--- config.mk ---
export PLATFORM = sky130hd
export DESIGN_NAME = bip_pc_fetch
export DESIGN_NICKNAME = d
export VERILOG_FILES = /design/src/rtl/bip_pkg.sv /design/src/rtl/bip_cycle_counter.sv /design/src/rtl/bip_pc_fetch.sv
export SDC_FILE = /design/constraint.sdc
export NUM_CORES = 1
export LEC_CHECK = 0
export CAP_MARGIN = 10
export CORE_MARGIN = 2
export CORE_UTILIZATION = 42
export DETAILED_ROUTE_END_ITERATION = 8
export GPL_TIMING_DRIVEN = 0
export PLACE_DENSITY = 0.75
export SYNTH_ARGS = -nofsm -noshare
export SYNTH_HDL_FRONTEND = slang
export SYNTH_SLANG_ARGS = --single-unit
export TNS_END_PERCENT = 100
--- constraint.sdc ---
create_clock -name clk -period 2.7 [get_ports clk]
set_clock_uncertainty 0.15 [all_clocks]
set_input_delay 0.27 -clock clk [delete_from_list [all_inputs] [get_ports clk]]
set_output_delay 0.27 -clock clk [all_outputs]
set_load 0.02 [all_outputs]
--- src/rtl/bip_pkg.sv ---
// Shared BIP definitions: opcode field width, the HLT opcode and the fetch FSM state codes.
package bip_pkg;

   localparam int OPCODE_LEN = 5;
   localparam logic [OPCODE_LEN-1:0] OP_HLT = 5'b00000;

   localparam logic [1:0] ST_IDLE = 2'b00;
   localparam logic [1:0] ST_RUN  = 2'b01;
   localparam logic [1:0] ST_HALT = 2'b10;

endpackage

--- src/rtl/bip_cycle_counter.sv ---
// Saturating execution-cycle counter: clear has priority over inc, and the count sticks at all-ones.
module bip_cycle_counter #(
   parameter int count_len = 32
) (
   input  logic                 clk,
   input  logic                 reset,
   input  logic                 clear,
   input  logic                 inc,
   output logic [count_len-1:0] count
);

   always_ff @(posedge clk or posedge reset) begin
      if (reset) begin
         count <= '0;
      end else if (clear) begin
         count <= '0;
      end else if (inc && (count != '1)) begin
         count <= count + count_len'(1);
      end
   end

endmodule

--- src/rtl/bip_pc_fetch.sv ---
// BIP program counter and fetch sequencer: steps the PC via the PC adder, stops on HLT and
// counts RUN cycles for the debug unit.
//
//   state | meaning
//   IDLE  | after reset, waiting for start, pc held at 0
//   RUN   | executing one instruction per cycle
//   HALT  | HLT fetched, pc and cycle count frozen until start
module bip_pc_fetch
   import bip_pkg::*;
#(
   parameter int len        = 16,
   parameter int inst_len   = 16,
   parameter int opcode_len = OPCODE_LEN,
   parameter int count_len  = 32
) (
   input  logic                 clk,
   input  logic                 reset,
   input  logic                 start,
   input  logic [len-1:0]       adder_out,
   input  logic [inst_len-1:0]  instruction,
   output logic [len-1:0]       pc,
   output logic                 run,
   output logic                 halted,
   output logic [count_len-1:0] cycle_count
);

   logic [1:0]            state;
   logic [1:0]            state_nxt;
   logic [opcode_len-1:0] opcode;
   logic                  is_hlt;
   logic                  launch;
   logic                  unused_operand;

   assign opcode         = instruction[inst_len-1 -: opcode_len];
   assign is_hlt         = (opcode == opcode_len'(OP_HLT));
   assign unused_operand = ^instruction[inst_len-opcode_len-1:0];

   // A new program may be launched from IDLE or HALT; start is ignored in RUN.
   assign launch = start && (state != ST_RUN);

   always_comb begin
      state_nxt = state;
      case (state)
         ST_IDLE: if (start)  state_nxt = ST_RUN;
         ST_RUN:  if (is_hlt) state_nxt = ST_HALT;
         ST_HALT: if (start)  state_nxt = ST_RUN;
         default:             state_nxt = ST_IDLE;
      endcase
   end

   always_ff @(posedge clk or posedge reset) begin
      if (reset) begin
         state <= ST_IDLE;
      end else begin
         state <= state_nxt;
      end
   end

   // The HLT fetch leaves pc pointing at the HLT instruction.
   always_ff @(posedge clk or posedge reset) begin
      if (reset) begin
         pc <= '0;
      end else if (launch) begin
         pc <= '0;
      end else if ((state == ST_RUN) && !is_hlt) begin
         pc <= adder_out;
      end
   end

   assign run    = (state == ST_RUN);
   assign halted = (state == ST_HALT);

   bip_cycle_counter #(
      .count_len (count_len)
   ) u_cycle_counter (
      .clk   (clk),
      .reset (reset),
      .clear (launch),
      .inc   (state == ST_RUN),
      .count (cycle_count)
   );

endmodule

Word-level counts from Yosys, hierarchy flattened
Index checks and enable logic that the tools add are counted.
Word-level totals
  bits in registers: 50
  input port bits: 35
Operators by class
  add/subtract/negate cells: 1
  equality and inequality tests: 6
  mux-type cells: 7
  reduce and logical (&&, ||, !) cells: 10
Operators by type and width (count)
  2-to-1 mux 32 bit: 2
  adder 32 x 1 -> 32 bit (second input constant): 1
  2-to-1 mux 16 bit: 2
  inequality test 32 bit (second input constant): 1
  logical NOT 5 bit: 1
  2-to-1 mux 2 bit: 2
  inequality test 2 x 1 -> 1 bit (second input constant): 2
  one-hot mux 2 bit (2 select lines): 1
  nonzero test 2 bit: 2
  logical AND 1 bit: 3
  equality test 2 x 1 -> 1 bit (second input constant): 1
  equality test 2 bit (second input constant): 1
  logical NOT 2 bit: 1
  inequality test 2 bit (second input constant): 1
  AND reduction 2 bit: 1
  OR reduction 2 bit: 1
  logical NOT 1 bit: 1

Depth between registers and ports, before layout
Gate-level depths: netlist (run 1).
  word-level depth: 5
  mapped depth: 7
  mapped depth without buffers: 6

Cells and area by module
A second synthesis (run 1) with hierarchy kept.
Unflattened totals
  cell total of the unflattened synthesis: 234
  area total of the unflattened synthesis: 2456.1 sq um
By module, submodules not included
  bip_cycle_counter: instances 1, cells each 186, area an instance 1740.4 sq um, seq. area each 800.8 sq um
  bip_pc_fetch: instances 1, cells each 48, area an instance 715.7 sq um, seq. area each 450.4 sq um

Least setup slack after synthesis (run 1)
No wires, ideal clock.
  path kind: register to register
  start point: reg u_cycle_counter.count[0]
  end point: reg u_cycle_counter.count[17]
  setup time: 124 ps
  data arrival time: 2347 ps
  slack: 79 ps
  stages on the path, launching flop included: 8
  path buffers: 1
  cells stage by stage: dfrtp_1 > ha_1 > nand4_1 > or4_4 > or3_4 > buf_6 > and4_1 > a211o_1
Between the ends
  longest elaborated chain between the ends: 3
  elaborated cells between the ends (all ways): 6
  classes of those cells: add/sub (1); eq/ne (1); mux (2); reduce/logical (2)
Ends and longest elaborated chain
  start: declaration: RTL line bip_cycle_counter.sv:9  | output logic [count_len-1:0] count
  start signal: assignment: RTL line bip_cycle_counter.sv:18  | count <= count + count_len'(1);
  adder 32 x 1 -> 32 bit / inequality test 32 bit (equally long branches): RTL line bip_cycle_counter.sv:18, bip_cycle_counter.sv:17
  2-to-1 mux 32 bit / logical AND 1 bit (equally long branches): RTL line bip_cycle_counter.sv:17  | end else if (inc && (count != '1)) begin
  2-to-1 mux 32 bit / nonzero test 2 bit (equally long branches)
Parallel ways exist; a longest one is shown, timed or not. The select of a mux whose other input is x is not followed.
A chain may end at the register's enable or synchronous reset.

Worst setup path in the final report (run 1)
  start point: reg u_cycle_counter.count[0]
  end point: reg u_cycle_counter.count[22]
The elaborated chain is that of the path after synthesis.

==> results of run 1 <==
worst min-delay path by stage:
stage | endpoint | slack, ns | depth (start not counted)
after floorplan | pc[10]$_DFFE_PP0P_ | 0.24 | 2
after global placement | state[0]$_DFFE_PP0P_ | 0.33 | 1
after detailed placement | state[0]$_DFFE_PP0P_ | 0.35 | 1
after CTS | u_cycle_counter.count[4]$_DFFE_PP0P_ | 0.20 | 2
after global routing | u_cycle_counter.count[4]$_DFFE_PP0P_ | 0.23 | 2
final | u_cycle_counter.count[4]$_DFFE_PP0P_ | 0.16 | 2
state kept, by name (all words and copies together) (netlist names):
register and cells:
u_cycle_counter.count 32, pc 16, state 2
synth_stat cells, drive strengths merged, types with 2 or more instances:
cell	count
mux2i	9
or4	5
a21oi	12
o311ai	2
nor4b	2
nand3	9
o31ai	4
and4	6
nand4	14
a31oi	2
o21ai	18
xor2	3
a211o	2
a221o	3
nor3	9
nor4	8
a22o	3
o211ai	4
buf	3
inv	7
nand2	61
nor2	15
dfrtp	50
nand2b	2
and3	4
or3	5
clkbuf	10
metrics by stage:
stage	power, W	TNS [ns]	utilization
after floorplan	0.00167	0	-
after global placement	0.00219	-0.272	0.575
after detailed placement	0.00221	-0.154	0.578
after CTS	0.00266	0	0.593
after global routing	0.00281	0	0.600
final	0.00265	0	0.600
worst max-delay path, cell delays in order (launching register included):
cell and delay [ns]:
dfrtp_1 0.44, ha_2 0.23, nand4_1 0.19, or4_4 0.50
or3_4 0.40, buf_6 0.15, and4_1 0.18, a221o_1 0.25
power groups by stage:
| stage | registers, W | logic [W] | clock network (W) |
|---|---|---|---|
| finish | 0.00105 | 0.00116 | 0.000442 |
| floorplan | 0.00123 | 0.000438 | 0 |
| CTS | 0.00105 | 0.00116 | 0.000447 |
| detailed placement | 0.00106 | 0.00116 | 0 |
| global route | 0.00107 | 0.00126 | 0.000476 |
| global placement | 0.00105 | 0.00114 | 0 |
routing by layer:
| layer | track usage | vias up | routed length [µm] |
|---|---|---|---|
| li1 | - | 1218 | - |
| met1 | 0.274 | 1215 | 3020 |
| met2 | 0.343 | 117 | 3200 |
| met3 | 0.0696 | 13 | 555 |
| met4 | 0.0607 | 0 | 113 |
| met5 | 0 | - | 0 |
kinds of logic after synthesis:
group                    Yosys count
AND/OR/NAND/NOR                  144
AO/OA/AOI/OAI                     57
flip-flops                        50
buffers and inverters             20
multiplexers                       9
XOR/XNOR                           4
adder cells (fa/ha/maj)            1
final cells by class:
class,count,area (µm²)
sequential,50,1250
multi-input combinational,215,1280
buffer,13,60.1
clock inverter,2,13.8
inverter,7,26.3
timing repair buffer,77,773
fill,551,2380
clock buffer,6,72.6
tap,75,93.8
what timing repair did:
action,in CTS,in global routing
setup buffers,0,3
pin swaps,0,3
endpoints found under the setup margin,5,16
resized for setup,1,5
cell usage in the layout (no fill, tap or decap), types with 2 or more instances in the layout:
cell	netlist	final
clkdlybuf4s50_1	0	73
nand2_1	61	61
dfrtp_1	50	50
o21ai_0	17	17
nor2_1	15	15
nand4_1	13	13
a21oi_1	12	12
clkbuf_1	9	9
mux2i_1	9	9
nand3_1	8	8
nor3_1	8	7
nor4_1	8	7
inv_1	7	6
and4_1	6	6
clkbuf_8	0	5
and3_1	4	4
or3_1	4	4
o211ai_1	4	4
o31ai_1	4	4
or4_1	4	4
xor2_1	3	3
a22o_1	3	3
a221o_1	3	3
buf_4	0	3
nand2b_1	2	2
clkbuf_2	1	2
o311ai_0	2	2
a211o_1	2	2
a31oi_1	2	2
nor4b_1	2	2
==> impl_metrics.yaml, run 1 <==
power_and_ir_drop:
  p_leak_nw: 1.50
  power_frac_seq: 0.394
  pwr-share-clk: 0.167
  p_sw_w: 0.00110
  power_density_nw_per_um2: 742
  intPower_w: 0.00156
  peakVddDrop_v: 0.000468
  p_comb_frac: 0.439
  switching_share: 0.414
timing:
  finalCritPeriodShare: 0.963
  hold_violations: 0
  rsz0062_at_grt: "false"
  maxSlewViolCount: 0
  fin_crit_ns: 2.60
  final.setup.worst_slack_ns: 0.0992
  slew_headroom: 0.562
  hold_slack_ns: 0.163
  fmax_mhz: 384
  tightest_slew_ns: 0.655
  setup_viol: 0
placed_design:
  hpwl_um: 5030
  io_buffers: 73
  dp.cells: 434
  place_congestion: 0.855
  pre_cts_slack_ns: -0.0500
  place_area_um2: 3440
clock_network:
  clk_path_buf_depth: 2
  cts_tree: "yes"
  numCtsBuffers: 5
  htreeDepth: 2
  ctsHoldBuffers: 0
  clk_pin_slew_worst_paths_ns: 0.10
  worst_skew_pair.late_latency_ns: 0.31
  cts_root_buffer: "clkbuf_8"
  cts.sinks: 50
setup_path:
  start_kind: "flop"
  crit_path_end: "u_cycle_counter.count[22]$_DFFE_PP0P_"
  worstReg2RegEnd: "u_cycle_counter.count[22]$_DFFE_PP0P_"
  timing.rr.start: "u_cycle_counter.count[0]$_DFFE_PP0P_"
  crit_start: "u_cycle_counter.count[0]$_DFFE_PP0P_"
  rr_worst_depth: 7
  arrival_ns: 2.65
  critPathMaxFanout: 10
  critical_path_required_ns: 2.75
  reg2reg_slack_ns: 0.1
  end_kind: "flop"
  critPathKind: "flop to flop"
yosys:
  synth.ff_latch_count: 50
  yosysTopAreaCell: "dfrtp_1"
  synth_simple_gate_area_frac: 0.286
  synth_top_area_frac: 0.482
  synth_cell_type_count: 49
  synth_flop_cell: "dfrtp_1"
  syn_area_um2: 2600
  synth_compound_area_frac: 0.146
  synth_top_family_by_area: "simple AND/OR/NAND/NOR gates"
  synth_edf_count: 0
  synthTopCellsByArea: "dfrtp_1 (48%), nand2_1 (8.8%), mux2i_1 (3.5%)"
  synth_nets: 321
  async_flop_share: 1.00
  ys_warn_count: 0
  synthCells: 285
  synth_area_per_cell_um2: 9.11
  synth_xor_area_frac: 0.0135
  synth_fa_ha_area_frac: 0.00482
  synthMuxAreaShare: 0.0347
  synth_seq_area_share: 0.482
global_routing:
  track_usage: 0.213
  globalRouteOverflowTotal: 0
  grt_pass1_vias: 2353
  grt_antenna_before_repair: 0
  grt_max_degree: 27
  grt_pass1_wl_um: 11100
floorplan:
  core-area_um2: 5960
  num_io_pins: 85
  die_h_um: 82.6
  start_util: 0.436
  die_w_um: 82.6
  die-area_um2: 6830
  rows: 28
layout:
  num_antenna_cells: 0
  instances_no_fill: 445
  drive_gt1_frac: 0.0730
  layout.nets: 405
  fin_area_um2: 3570
  syn_to_final_growth_pct: 37.5
detailed_routing:
  drc: 0
  dr.pass1.iters: 5
  drtIter0Drc: 234
  vias: 2563
  wl_per_cell_um: 15.5
  drt-total-wl_um: 6890
  ant_nets: 0
  viasPerCell: 5.76
flow_run:
  maxCapViolCount: 0
hold_path:
  hp-class: "input port to asynchronous set/reset pin"
outcome:
  outcome: "completed"
(Power assumes the default switching activity.)
==> inputs of run 2 (changes only) <==
--- a/config.mk
+++ b/config.mk
@@ -6,11 +6,10 @@
 export NUM_CORES = 1
 export LEC_CHECK = 0
 export CAP_MARGIN = 10
-export CORE_MARGIN = 2
-export CORE_UTILIZATION = 42
+export CORE_UTILIZATION = 38
 export DETAILED_ROUTE_END_ITERATION = 8
 export GPL_TIMING_DRIVEN = 0
-export PLACE_DENSITY = 0.75
+export PLACE_DENSITY = 0.69
 export SYNTH_ARGS = -nofsm -noshare
 export SYNTH_HDL_FRONTEND = slang
 export SYNTH_SLANG_ARGS = --single-unit
==> run 2 against run 1 <==
Against the previous run:
- the flow now finishes with violations (design-rule violations)
- power increased by 4.5%
- routed wire length increased by 6.2%
- hold slack got worse by 0.12 ns
- cell area up 1.6%
- utilization decreased by 3.8 points
- count of clock-buffer cells in the layout down 1
- sequential share of layout area shrank 0.54 points
- register-to-register slack about the same
- sequential cell count unchanged
- critical endpoint is now u_cycle_counter.count[21]$_DFFE_PP0P_
- largest cell class unchanged
==> impl_metrics.yaml, run 2 (synthesis results as in run 1) <==
flow_run:
  maxCapViolCount: 0
detailed_routing:
  drt-total-wl_um: 7320
  ant_nets: 0
  viasPerCell: 5.71
  drc: 2
  wl_per_cell_um: 16.3
  vias: 2571
  drtIter0Drc: 268
  dr.pass1.iters: 9
global_routing:
  grt_pass1_vias: 2528
  use_met1: 0.279
  grt.met3_usage: 0.0570
  grt_use_met2: 0.349
  grt_max_degree: 41
  track_usage: 0.214
  grt_pass1_wl_um: 12300
  grt_antenna_before_repair: 0
  gr-max-usage-layer: "met2"
  globalRouteOverflowTotal: 0
floorplan:
  start_util: 0.402
  core-area_um2: 6460
  die-area_um2: 7170
  num_io_pins: 85
  die_w_um: 84.7
  rows: 29
  die_h_um: 84.7
timing:
  maxSlewViolCount: 0
  hold_violations: 0
  tightest_slew_ns: 0.698
  finalCritPeriodShare: 0.960
  setup_viol: 0
  slew_headroom: 0.533
  rsz0062_at_grt: "false"
  final.setup.worst_slack_ns: 0.108
  hold_slack_ns: 0.0478
  fin_crit_ns: 2.59
  fmax_mhz: 386
layout:
  largest_register_ffs: 32
  layout.nets: 408
  syn_to_final_growth_pct: 39.7
  drive_gt1_frac: 0.0858
  final_cell_mix: "clkdlybuf4s50_1 (73), nand2_1 (61), dfrtp_1 (50)"
  top_regs: "u_cycle_counter.count x32, pc x16, state x2"
  num_antenna_cells: 0
  layout_commonest_cell: "clkdlybuf4s50_1"
  regMostFlops: "u_cycle_counter.count"
power_and_ir_drop:
  peakVddDrop_v: 0.000583
  p_leak_nw: 1.53
  power_w: 0.00277
  power_density_nw_per_um2: 764
outcome:
  violations: "design-rule violations"
  outcome: "finished, violations left"
placed_design:
  pre_cts_slack_ns: -0.231
  hpwl_um: 5150
  place_congestion: 0.772
  io_buffers: 73
setup_path:
  start_kind: "flop"
  critPathMaxFanout: 10
  end_kind: "flop"
  critical_path_required_ns: 2.74
  arrival_ns: 2.63
  critPathKind: "flop to flop"
clock_network:
  clk_path_buf_depth: 2
  ctsHoldBuffers: 0
  worst_skew_pair.late_latency_ns: 0.31
  clk_pin_slew_worst_paths_ns: 0.10
  cts_tree: "yes"
  cts_root_buffer: "clkbuf_8"
  htreeDepth: 2
  cts.sinks: 50
  numCtsBuffers: 5
hold_path:
  hp-class: "input port to asynchronous set/reset pin"
==> run 2: final timing paths <==
check | start | to | slack (ns) | cells after the start
max | u_cycle_counter.count[1]$_DFFE_PP0P_ | u_cycle_counter.count[21]$_DFFE_PP0P_ | 0.11 | 7
min | reset | u_cycle_counter.count[2]$_DFFE_PP0P_ | 0.05 | 2
max reg2reg | u_cycle_counter.count[1]$_DFFE_PP0P_ | u_cycle_counter.count[21]$_DFFE_PP0P_ | 0.11 | 7
min reg2reg | state[0]$_DFFE_PP0P_ | state[0]$_DFFE_PP0P_ | 0.36 | 1
max in group asynchronous | reset | u_cycle_counter.count[31]$_DFFE_PP0P_ | 1.86 | 3
min in group clk | adder_out[4] | pc[4]$_DFFE_PP0P_ | 0.34 | 3
==> run 2: final cells by class <==
cell class | instances | area [µm²]
Sequential cell | 50 | 1250
Timing Repair Buffer | 80 | 796
Clock inverter | 3 | 40.0
Inverter | 7 | 26.3
Multi-Input combinational cell | 215 | 1290
Buffer | 13 | 62.6
Clock buffer | 5 | 68.8
Tap cell | 77 | 96.3
Fill cell | 611 | 2830
==> run 2: per-stage QoR <==
step / instance area, µm² / TNS (ns) / util / instances
3_3_place_gp: 3420 / -1.43 / 0.530 / 435
2_1_floorplan: 2600 / 0 / - / 285
4_1_cts: 3570 / 0 / 0.553 / 445
6_report: 3630 / 0 / 0.562 / 450
3_5_place_dp: 3440 / -2.05 / 0.533 / 436
5_1_grt: 3630 / 0 / 0.562 / 450
==> run 2: critical path, cell delays in order (launching register included) <==
cell     delay, ns
dfrtp_1       0.42
ha_2          0.23
nand4_1       0.17
or4_4         0.50
or3_4         0.40
buf_6         0.16
and4_1        0.18
a221o_1       0.26
==> run 2: power breakdown <==
part	leakage [nW]	total (W)	switching [W]	internal, W
Clock	0.0579	0.000534	0.000261	0.000273
Combinational	0.808	0.00120	0.000723	0.000478
Sequential	0.660	0.00104	0.000126	0.000912
==> run 2: timing repair <==
action / 4_1_cts / 5_1_grt
setup buffers: 1 / 5
endpoints found under the setup margin: 19 / 21
pin swaps: 1 / 4
cloned: 0 / 0
gates resized for setup: 2 / 6
==> run 2: layer usage <==
| layer | wire [µm] | up-vias |
|---|---|---|
| met5 | 0 | - |
| met4 | 114 | 0 |
| met3 | 512 | 15 |
| met2 | 3510 | 99 |
| met1 | 3180 | 1235 |
| li1 | - | 1222 |
==> inputs of run 3 (changes only) <==
--- a/config.mk
+++ b/config.mk
@@ -5,11 +5,13 @@
 export SDC_FILE = /design/constraint.sdc
 export NUM_CORES = 1
 export LEC_CHECK = 0
+export ABC_AREA = 1
 export CAP_MARGIN = 10
 export CORE_UTILIZATION = 38
 export DETAILED_ROUTE_END_ITERATION = 8
 export GPL_TIMING_DRIVEN = 0
-export PLACE_DENSITY = 0.69
+export PLACE_DENSITY = 0.67
+export SLEW_MARGIN = 15
 export SYNTH_ARGS = -nofsm -noshare
 export SYNTH_HDL_FRONTEND = slang
 export SYNTH_SLANG_ARGS = --single-unit
==> run 3 against run 2 <==
Against the previous run:
- the flow now finishes without violations
- first-iteration DRC count shrank 58%
- maximum frequency grew 4.6%
- combinational power grew 87%
- register-to-register slack gained 0.57 ns
- die area grew 16%
- synthesized cell count grew 53%
- cell count grew 38%
- hold slack gained 0.089 ns
- sequential cell count is the same
- non-clock buffer count shrank 5
- worst setup slack gained 0.11 ns
==> impl_metrics.yaml, run 3 <==
setup_path:
  reg2reg_slack_ns: 0.68
  critPathMaxFanout: 10
  critical_path_required_ns: 2.28
  start_kind: "flop"
  end_kind: "output pin"
  rr_worst_depth: 11
  critPathKind: "flop to output pin"
  arrival_ns: 2.06
global_routing:
  track_usage: 0.203
  grt_antenna_before_repair: 0
  grt_pass1_wl_um: 13700
  globalRouteOverflowTotal: 0
  grt_pass1_vias: 2883
  grt_max_degree: 30
hold_path:
  hp-class: "input port to asynchronous set/reset pin"
yosys:
  synthTopCellsByArea: "dfrtp_1 (41%), nand2_1 (22%), nand3_1 (12%)"
  syn_area_um2: 3030
  synth_edf_count: 0
  synth_flop_cell: "dfrtp_1"
  synth.ff_latch_count: 50
  synthCells: 435
  yosysMostFrequentCell: "nand2_1"
  synth_common_cells: "nand2_1 (179), nand3_1 (75), dfrtp_1 (50), nor2_1 (40), inv_1 (32)"
  synth_area_per_cell_um2: 6.97
  async_flop_share: 1.00
  yosysTopAreaCell: "dfrtp_1"
  synth_nets: 471
  synth_top_area_frac: 0.413
  synth_cell_type_count: 24
  synth_seq_area_share: 0.413
  ys_warn_count: 0
layout:
  largest_register_ffs: 32
  seq_area_um2: 1250
  syn_to_final_growth_pct: 33.5
  final.fill_count: 766
  final_core_util: 0.524
  fin_area_um2: 4050
  multiInputGateArea_um2: 1560
  num_antenna_cells: 0
  top_regs: "u_cycle_counter.count x32, pc x16, state x2"
  final_cell_mix: "nand2_1 (179), nand3_1 (75), clkdlybuf4s50_1 (73)"
  layout_commonest_cell: "nand2_1"
  regMostFlops: "u_cycle_counter.count"
  drive_gt1_frac: 0.0580
  instances_no_fill: 619
  layout.nets: 552
clock_network:
  cts_tree: "yes"
  post_cts.repair.setup_buffers: 0
  cts_root_buffer: "clkbuf_8"
  cts_resized: 0
  cts.sinks: 50
  numCtsBuffers: 5
  clk_pin_slew_worst_paths_ns: 0.10
  ctsHoldBuffers: 0
  clk_path_buf_depth: 2
  htreeDepth: 2
  worst_skew_pair.late_latency_ns: 0.31
placed_design:
  dp.cells: 611
  hpwl_um: 5820
  place_congestion: 0.911
  io_buffers: 73
  place_area_um2: 3910
timing:
  hold_violations: 0
  fin_crit_ns: 2.48
  fmax_mhz: 404
  maxSlewViolCount: 0
  hold_slack_ns: 0.137
  tightest_slew_ns: 0.512
  setup_tns_ns: 0
  finalCritPeriodShare: 0.918
  setup_viol: 0
  slew_headroom: 0.659
  rsz0062_at_grt: "false"
floorplan:
  die-area_um2: 8340
  num_io_pins: 85
  start_util: 0.392
  core-area_um2: 7730
  die_h_um: 91.3
  rows: 32
  die_w_um: 91.3
power_and_ir_drop:
  power_density_nw_per_um2: 1090
  p_leak_nw: 1.92
  peakVddDrop_v: 0.000561
flow_run:
  maxCapViolCount: 0
detailed_routing:
  wl_per_cell_um: 12.9
  dr.pass1.iters: 4
  drt-total-wl_um: 7960
  drc: 0
  ant_nets: 0
  drtIter0Drc: 113
  vias: 3035
  viasPerCell: 4.90
outcome:
  outcome: "completed"
[run 3: cell count changes after synthesis, sizes merged, moves of 12 or more]
cell,change
nand2,+122
nand3,+66
nor2,+33
inv,+26
o21ai,-15
a21oi,-12
[run 3: cells by family (layout without fill, tap and decap cells)]
group,count (synthesis),count (layout),share of synthesized area
xor gates and xnor gates,9,9,0.0260
buffers and inverters,47,129,0.0722
DFF,50,50,0.413
AOI/OAI and AO/OA,4,4,0.00743
adders and majority gates,1,1,0.00413
and+or+nand+nor,324,324,0.478
[run 3: final cells by class]
cell class | count | share of cell area
plain buffers | 14 | 0.0229
clock buffers | 5 | 0.0170
clock inverters | 3 | 0.0170
inverters | 33 | 0.0312
multi-input cells | 338 | 0.386
flip-flops and latches | 50 | 0.309
well taps | 102 | 0.0315
repair buffers | 74 | 0.185
[run 3: worst max-delay path, stage by stage (launching register included)]
cell and delay (ns):
dfrtp_1 0.39, inv_1 0.08, nor2_4 0.25, clkbuf_1 0.35, clkdlybuf4s50_1 0.68
[run 3: routing by layer]
metal  global-route usage  vias up  share of wire
li1                     -     1538              -
met1                0.268     1402           0.46
met2                0.332       87           0.46
met3               0.0544        8          0.068
met4               0.0503        0         0.0090
met5                    0        -              0
[run 3: final timing paths]
kind / start / endpoint
worst max-delay path: state[0]$_DFFE_PP0P_ / run
min in group clk: pc[10]$_DFFE_PP0P_ / pc[10]$_DFFE_PP0P_
worst max register to register: u_cycle_counter.count[1]$_DFFE_PP0P_ / u_cycle_counter.count[14]$_DFFE_PP0P_
worst min-delay path: reset / pc[7]$_DFFE_PP0P_
max in group asynchronous: reset / u_cycle_counter.count[18]$_DFFE_PP0P_
worst min register to register: pc[10]$_DFFE_PP0P_ / pc[10]$_DFFE_PP0P_
[run 3: power breakdown]
group          internal (W)  switching, W  total (W)
Sequential          0.00108      0.000429    0.00151
Combinational       0.00100       0.00124    0.00224
Clock              0.000371      0.000272   0.000644
[run 3: through the flow]
| step | setup WS [ns] | power, W |
|---|---|---|
| floorplan | 0.773 | 0.00274 |
| global placement | 0.0151 | 0.00373 |
| detailed placement | 0.481 | 0.00376 |
| CTS | 0.184 | 0.00443 |
| global route | 0.0667 | 0.00472 |
| finish | 0.222 | 0.00439 |
